$ cat config.mk
export PLATFORM = sky130hd
export DESIGN_NAME = pipelined_csa_adder_flat
export DESIGN_NICKNAME = d
export VERILOG_FILES = /design/src/rtl/pipelined_csa_adder_if.sv /design/src/rtl/pipelined_csa_adder.sv /design/src/flat_wrapper.sv
export SDC_FILE = /design/constraint.sdc
export NUM_CORES = 1
export LEC_CHECK = 0
export ABC_AREA = 1
export BUFFER_PORTS_ARGS = -buffer_cell sky130_fd_sc_hd__buf_4
export CORE_ASPECT_RATIO = 2
export CORE_MARGIN = 4
export CORE_UTILIZATION = 59
export CTS_CLUSTER_SIZE = 24
export DETAILED_ROUTE_END_ITERATION = 12
export GPL_TIMING_DRIVEN = 1
export PLACE_DENSITY = 0.8
export SLEW_MARGIN = 25
export SYNTH_ARGS = -nofsm -noshare
export SYNTH_HDL_FRONTEND = slang
export SYNTH_SLANG_ARGS = --single-unit
$ cat constraint.sdc
create_clock -name clk -period 1.3 [get_ports clk]
set_input_delay 0.13 -clock clk [delete_from_list [all_inputs] [get_ports clk]]
set_output_delay 0.13 -clock clk [all_outputs]
set_load 0.1 [all_outputs]
$ cat src/rtl/pipelined_csa_adder_if.sv
// Valid/ready stream bundle for the pipelined carry-select adder/subtractor.
// The master drives the operands and out_ready; the adder is the slave.
interface pipelined_csa_adder_if #(
  parameter int WIDTH = 16
);
  logic [WIDTH-1:0] a;
  logic [WIDTH-1:0] b;
  logic             cin;
  logic             sub;
  logic             in_valid;
  logic             in_ready;
  logic [WIDTH-1:0] sum;
  logic             cout;
  logic             ovf;
  logic             out_valid;
  logic             out_ready;

  modport master (
    output a, b, cin, sub, in_valid, out_ready,
    input  in_ready, sum, cout, ovf, out_valid
  );

  modport slave (
    input  a, b, cin, sub, in_valid, out_ready,
    output in_ready, sum, cout, ovf, out_valid
  );
endinterface

$ cat src/rtl/pipelined_csa_adder.sv
// Pipelined carry-select adder/subtractor: every SEG-bit segment is pre-added for both
// carry-in values at the input, and one pipeline stage per segment picks the right half.
module pipelined_csa_adder #(
  parameter int WIDTH = 16,
  parameter int SEG   = 4
) (
  input logic                  clk,
  input logic                  rst_n,
  pipelined_csa_adder_if.slave bus
);
  localparam int NSEG = WIDTH / SEG;

  if (SEG < 1 || (WIDTH % SEG) != 0) begin : g_badParams
    $error("pipelined_csa_adder: WIDTH must be a positive multiple of SEG");
  end

  logic             w_advance;
  logic [WIDTH-1:0] w_bb;
  logic             w_c0;
  logic             w_px;
  logic [WIDTH-1:0] w_s0;
  logic [WIDTH-1:0] w_s1;
  logic [NSEG-1:0]  w_k0;
  logic [NSEG-1:0]  w_k1;

  assign w_bb = bus.sub ? ~bus.b : bus.b;
  assign w_c0 = bus.sub | bus.cin;
  assign w_px = bus.a[WIDTH-1] ^ w_bb[WIDTH-1];

  for (genvar k = 0; k < NSEG; k++) begin : g_seg
    assign {w_k0[k], w_s0[k*SEG +: SEG]} = {1'b0, bus.a[k*SEG +: SEG]} + {1'b0, w_bb[k*SEG +: SEG]};
    assign {w_k1[k], w_s1[k*SEG +: SEG]} = {1'b0, bus.a[k*SEG +: SEG]} + {1'b0, w_bb[k*SEG +: SEG]}
                                           + {{SEG{1'b0}}, 1'b1};
  end

  // Stage k resolves segment k; the pending pair vectors shrink by one segment per stage.
  for (genvar k = 0; k < NSEG; k++) begin : g_stage
    localparam int RW = (k + 1) * SEG;
    localparam int PN = NSEG - k;

    logic             r_valid;
    logic             r_carry;
    logic [RW-1:0]    r_res;
    logic             w_vIn;
    logic             w_cIn;
    logic             w_pxIn;
    logic [PN*SEG-1:0] w_s0In;
    logic [PN*SEG-1:0] w_s1In;
    logic [PN-1:0]    w_k0In;
    logic [PN-1:0]    w_k1In;
    logic [SEG-1:0]   w_segSel;
    logic             w_carrySel;
    logic [RW-1:0]    w_resNext;

    if (k == 0) begin : g_head
      assign w_vIn     = bus.in_valid;
      assign w_cIn     = w_c0;
      assign w_pxIn    = w_px;
      assign w_s0In    = w_s0;
      assign w_s1In    = w_s1;
      assign w_k0In    = w_k0;
      assign w_k1In    = w_k1;
      assign w_resNext = w_segSel;
    end else begin : g_body
      assign w_vIn     = g_stage[k-1].r_valid;
      assign w_cIn     = g_stage[k-1].r_carry;
      assign w_pxIn    = g_stage[k-1].g_pend.r_px;
      assign w_s0In    = g_stage[k-1].g_pend.r_s0;
      assign w_s1In    = g_stage[k-1].g_pend.r_s1;
      assign w_k0In    = g_stage[k-1].g_pend.r_k0;
      assign w_k1In    = g_stage[k-1].g_pend.r_k1;
      assign w_resNext = {w_segSel, g_stage[k-1].r_res};
    end

    assign w_segSel   = w_cIn ? w_s1In[SEG-1:0] : w_s0In[SEG-1:0];
    assign w_carrySel = w_cIn ? w_k1In[0] : w_k0In[0];

    always_ff @(posedge clk or negedge rst_n) begin
      if (!rst_n) begin
        r_valid <= 1'b0;
        r_carry <= 1'b0;
        r_res   <= '0;
      end else if (w_advance) begin
        r_valid <= w_vIn;
        r_carry <= w_carrySel;
        r_res   <= w_resNext;
      end
    end

    if (k < NSEG - 1) begin : g_pend
      logic [(PN-1)*SEG-1:0] r_s0;
      logic [(PN-1)*SEG-1:0] r_s1;
      logic [PN-2:0]         r_k0;
      logic [PN-2:0]         r_k1;
      logic                  r_px;

      always_ff @(posedge clk or negedge rst_n) begin
        if (!rst_n) begin
          r_s0 <= '0;
          r_s1 <= '0;
          r_k0 <= '0;
          r_k1 <= '0;
          r_px <= 1'b0;
        end else if (w_advance) begin
          r_s0 <= w_s0In[PN*SEG-1:SEG];
          r_s1 <= w_s1In[PN*SEG-1:SEG];
          r_k0 <= w_k0In[PN-1:1];
          r_k1 <= w_k1In[PN-1:1];
          r_px <= w_pxIn;
        end
      end
    end

    if (k == NSEG - 1) begin : g_tail
      logic r_ovf;

      // Carry into the MSB is recovered as sum_msb ^ a_msb ^ bb_msb.
      always_ff @(posedge clk or negedge rst_n) begin
        if (!rst_n) begin
          r_ovf <= 1'b0;
        end else if (w_advance) begin
          r_ovf <= w_segSel[SEG-1] ^ w_pxIn ^ w_carrySel;
        end
      end
    end
  end

  assign w_advance     = !g_stage[NSEG-1].r_valid || bus.out_ready;
  assign bus.in_ready  = w_advance;
  assign bus.out_valid = g_stage[NSEG-1].r_valid;
  assign bus.sum       = g_stage[NSEG-1].r_res;
  assign bus.cout      = g_stage[NSEG-1].r_carry;
  assign bus.ovf       = g_stage[NSEG-1].g_tail.r_ovf;
endmodule
$ cat src/flat_wrapper.sv
// flat-port wrapper written by rule: the top's interface ports become plain ports
module pipelined_csa_adder_flat 
#(
  parameter int WIDTH = 16,
  parameter int SEG   = 4
)
  (clk, rst_n, bus_a, bus_b, bus_cin, bus_sub, bus_in_valid, bus_out_ready, bus_in_ready, bus_sum, bus_cout, bus_ovf, bus_out_valid);
  pipelined_csa_adder_if #(.WIDTH(WIDTH)) bus_i ();
  input logic clk;
  input logic rst_n;
  input wire logic [$bits(bus_i.a)-1:0] bus_a;
  input wire logic [$bits(bus_i.b)-1:0] bus_b;
  input wire logic [$bits(bus_i.cin)-1:0] bus_cin;
  input wire logic [$bits(bus_i.sub)-1:0] bus_sub;
  input wire logic [$bits(bus_i.in_valid)-1:0] bus_in_valid;
  input wire logic [$bits(bus_i.out_ready)-1:0] bus_out_ready;
  output wire logic [$bits(bus_i.in_ready)-1:0] bus_in_ready;
  output wire logic [$bits(bus_i.sum)-1:0] bus_sum;
  output wire logic [$bits(bus_i.cout)-1:0] bus_cout;
  output wire logic [$bits(bus_i.ovf)-1:0] bus_ovf;
  output wire logic [$bits(bus_i.out_valid)-1:0] bus_out_valid;
  assign bus_i.a = bus_a;
  assign bus_i.b = bus_b;
  assign bus_i.cin = bus_cin;
  assign bus_i.sub = bus_sub;
  assign bus_i.in_valid = bus_in_valid;
  assign bus_i.out_ready = bus_out_ready;
  assign bus_in_ready = bus_i.in_ready;
  assign bus_sum = bus_i.sum;
  assign bus_cout = bus_i.cout;
  assign bus_ovf = bus_i.ovf;
  assign bus_out_valid = bus_i.out_valid;
  pipelined_csa_adder #(.WIDTH(WIDTH), .SEG(SEG)) u_core (.clk(clk), .rst_n(rst_n), .bus(bus_i));
endmodule
==> reports/qor.txt <==
Synth warn -> 0
Most common cell after layout, fill and taps aside -> nand2_1
DRC -> 0
Hold Path Depth -> 3
Clock Tree Buf Depth -> 2
Vias/cell -> 6.37
Total Power -> 20.4 mW
Util after Layout -> 0.925
Max cap viols -> 0
DP Worst Slack -> -645 ps
Clk sinks -> 112
Hold/Removal Path Class -> primary input to flip-flop
Die W -> 75.3 um
Worst setup margin -> -391 ps
Vias in the first global route -> 4,917
Required @ worst endpoint -> 1540 ps
Fin crit period -> 1690 ps
Global-route usage over all layers -> 0.264
Diode count -> 0
Initial antenna violation count -> 0
Critical Path Source Type -> primary input
Final setup vio count -> 97
Die Y -> 143 um
Starting Density -> 0.610
CTS tree -> built
Die area -> 0.0107 sq mm
PwrDens -> 2520 mW/mm^2
Router iterations before antenna repair -> 6
Final ANT Viol Nets -> 0
I/O pins -> 58
Area delta synth->final -> 51.6%
CTS buffer count -> 9
CP max stage cell -> fa_2
Slew HR -> 0.720
Clk_lat worst skew -> 350 ps
CP Max Fanout -> 8
Worst setup EP type -> flip-flop
Max Slew Vio Count -> 0
Layout fillers -> 301
Placed Cells -> 814
FF-to-FF setup slack -> -230 ps
Wirelength per Cell -> 23.6 um
Failing checks -> setup timing
Final wirelength -> 20,500 um
Clk root buf -> clkbuf_16
Mapped Cells -> 630
Hold Path Sink -> u_core.g_stage[0].r_valid$_DFFE_PN0P_
Area of the mapped netlist -> 0.00535 sq mm
First-pass GRT wire length -> 21,900 um
Layout net count -> 827
Fin crit share -> 1.30
Buffers on Ports -> 57
Static leakage -> 4.10 nW
Layout Skew -> 16.9 ps
Outcome -> finished, violations left
Register area share after synthesis -> 0.524
FP Rows -> 48
Worst slew pin tran -> 416 ps
Initial drt markers -> 546
Crit path cell chain -> buf_12 -> xor2_1 -> ha_2 -> inv_2 -> fa_2 -> inv_2 -> ha_4 -> nand2_4 -> nor2_4 -> nand2_1 -> nand2_1 -> nand3_1 -> nand2_1
Syn nets -> 693
Mean post-synth cell area -> 8.49 sq um
Core box area -> 0.00877 sq mm
Share of cells above drive strength 1 -> 0.460
Vias -> 5,532
VDD IR max -> 1.26 mV
Slowest Stage Delay on Critical Path -> 540 ps
Pin count of the biggest net entering global routing -> 31
Non-filler instance count after layout -> 868
Critical Path AT -> 1930 ps
Crit path kind -> primary input to flip-flop
Yosys reg bits -> 112
Max Freq -> 0.591 GHz
Crit path buf inv count -> 3
Commonest cells after routing, fill and taps aside -> nand2_1 (123), dfrtp_1 (110), buf_4 (92)
Reg-to-Reg End -> u_core.g_stage[0].g_pend.r_s1[11]$_DFFE_PN0P_
DP Area -> 0.00632 sq mm
HP Start -> bus_in_valid
Reg clk slew, reported paths -> 80 ps
Crit path top cell by count -> nand2_1
Crit path max-delay family -> adder cells
Reg2Reg Depth -> 9
Netlist cell types -> 26
RePlAce Congestion -> 0.828
Dpl hpwl -> 7970 um
Crit Reg-Reg Startpoint -> u_core.bus.out_valid$_DFFE_PN0P_
Final Instance Area -> 0.00811 sq mm
GR Overflow Total -> 0
Final hold vios -> 0
H-tree depth -> 3
RSZ-0062 raised after global routing -> true
## area by class of cell
cell class                 instances  area, sq um  share of cell area
clock inverter                     4         70.1             0.00864
inverter                          79          312              0.0384
multi-input combinational        413         2940               0.363
timing repair inverter             1         11.3             0.00139
clock buffer                      11          243              0.0299
tap                              100          125              0.0154
sequential                       112         2810               0.346
timing repair buffer             148         1600               0.197
## report_power, final
part | total, mW | internal, mW | switching, mW
combinational | 10.8 | 3.98 | 6.86
clock | 2.98 | 1.73 | 1.25
sequential | 6.61 | 5.15 | 1.46
total | 20.4 | 10.9 | 9.56
## worst max path at each step
stage                       start                                            to  slack [ps]  cells past startpoint
after floorplan           bus_sub         u_core.g_stage[0].r_carry$_DFFE_PN0P_        -610                     13
after global placement    bus_sub  u_core.g_stage[0].g_pend.r_k1[0]$_DFFE_PN0P_        -590                     13
after detailed placement  bus_sub  u_core.g_stage[0].g_pend.r_k1[0]$_DFFE_PN0P_        -650                     13
after CTS                 bus_sub         u_core.g_stage[0].r_carry$_DFFE_PN0P_        -190                     13
after global routing      bus_sub  u_core.g_stage[0].g_pend.r_k1[0]$_DFFE_PN0P_        -440                     13
final                     bus_sub         u_core.g_stage[0].r_carry$_DFFE_PN0P_        -390                     13
## logic make-up (layout without fill, tap and decap cells)
family,after synthesis,count (layout),synth area share
AO/OA/AOI/OAI,107,107,0.108
XOR/XNOR,18,18,0.0295
adder cells (fa/ha/maj),25,25,0.0641
buffers and inverters,105,243,0.0796
flip-flops,112,112,0.524
AND/OR/NAND/NOR,263,263,0.195
## cell usage after synthesis, drive strengths merged
cell	instances	area, sq um
o21bai	3	22.5
ha	21	263
nand3b	2	15.0
or2	3	18.8
inv	79	297
o21ai	69	345
o211ai	7	52.6
dfrtp	112	2800
o22ai	1	6.26
xnor2	5	43.8
buf	15	87.6
a21oi	21	105
nand2	211	792
xor2	13	114
a22oi	3	22.5
nand4	4	25.0
nand3	17	85.1
nor2	26	105
clkbuf	11	41.3
o31ai	3	22.5
fa	4	80.1
## layer usage
layer	global-route usage	vias up	part of all wire	wire length (um)
met5	0	-	0	0
met4	0.127	0	0.085	1740
met3	0.0444	165	0.072	1470
met2	0.468	433	0.52	10800
met1	0.296	2680	0.32	6550
li1	-	2254	-	-
## worst reg2reg max path, cell delays in order, from the launching register on
cell	delay [ps]
dfrtp_4	440
inv_4	40
nor2_4	210
buf_8	210
buf_12	120
buf_16	130
nand2_1	70
o21ai_2	70
nand2_1	100
nand2_1	80
## flip-flops by register name, summed over array words and instances, names as in the netlist, 6 cells and up
name,count
u_core.g_stage.g_pend.r_k1,6
u_core.bus.sum,16
u_core.g_stage.r_res,24
u_core.g_stage.g_pend.r_s1,24
u_core.g_stage.g_pend.r_k0,6
u_core.g_stage.g_pend.r_s0,24
## through the flow
stage,setup TNS (ps),hold WS [ps]
finish,-11850,22.0
CTS,-2470,33.8
global route,-15160,28.0
floorplan,-22490,-166
detailed placement,-13180,43.1
global placement,-11420,37.3
## timing repair
action / CTS / global route
setup buffers: 14 / 16
gates resized for setup: 65 / 201
gates cloned: 4 / 7
setup endpoints to repair: 61 / 81
hold endpoints to repair: 44 / 0
hold buffers: 1 / 0
pin swaps: 37 / 50
(Power assumes the default switching activity.)
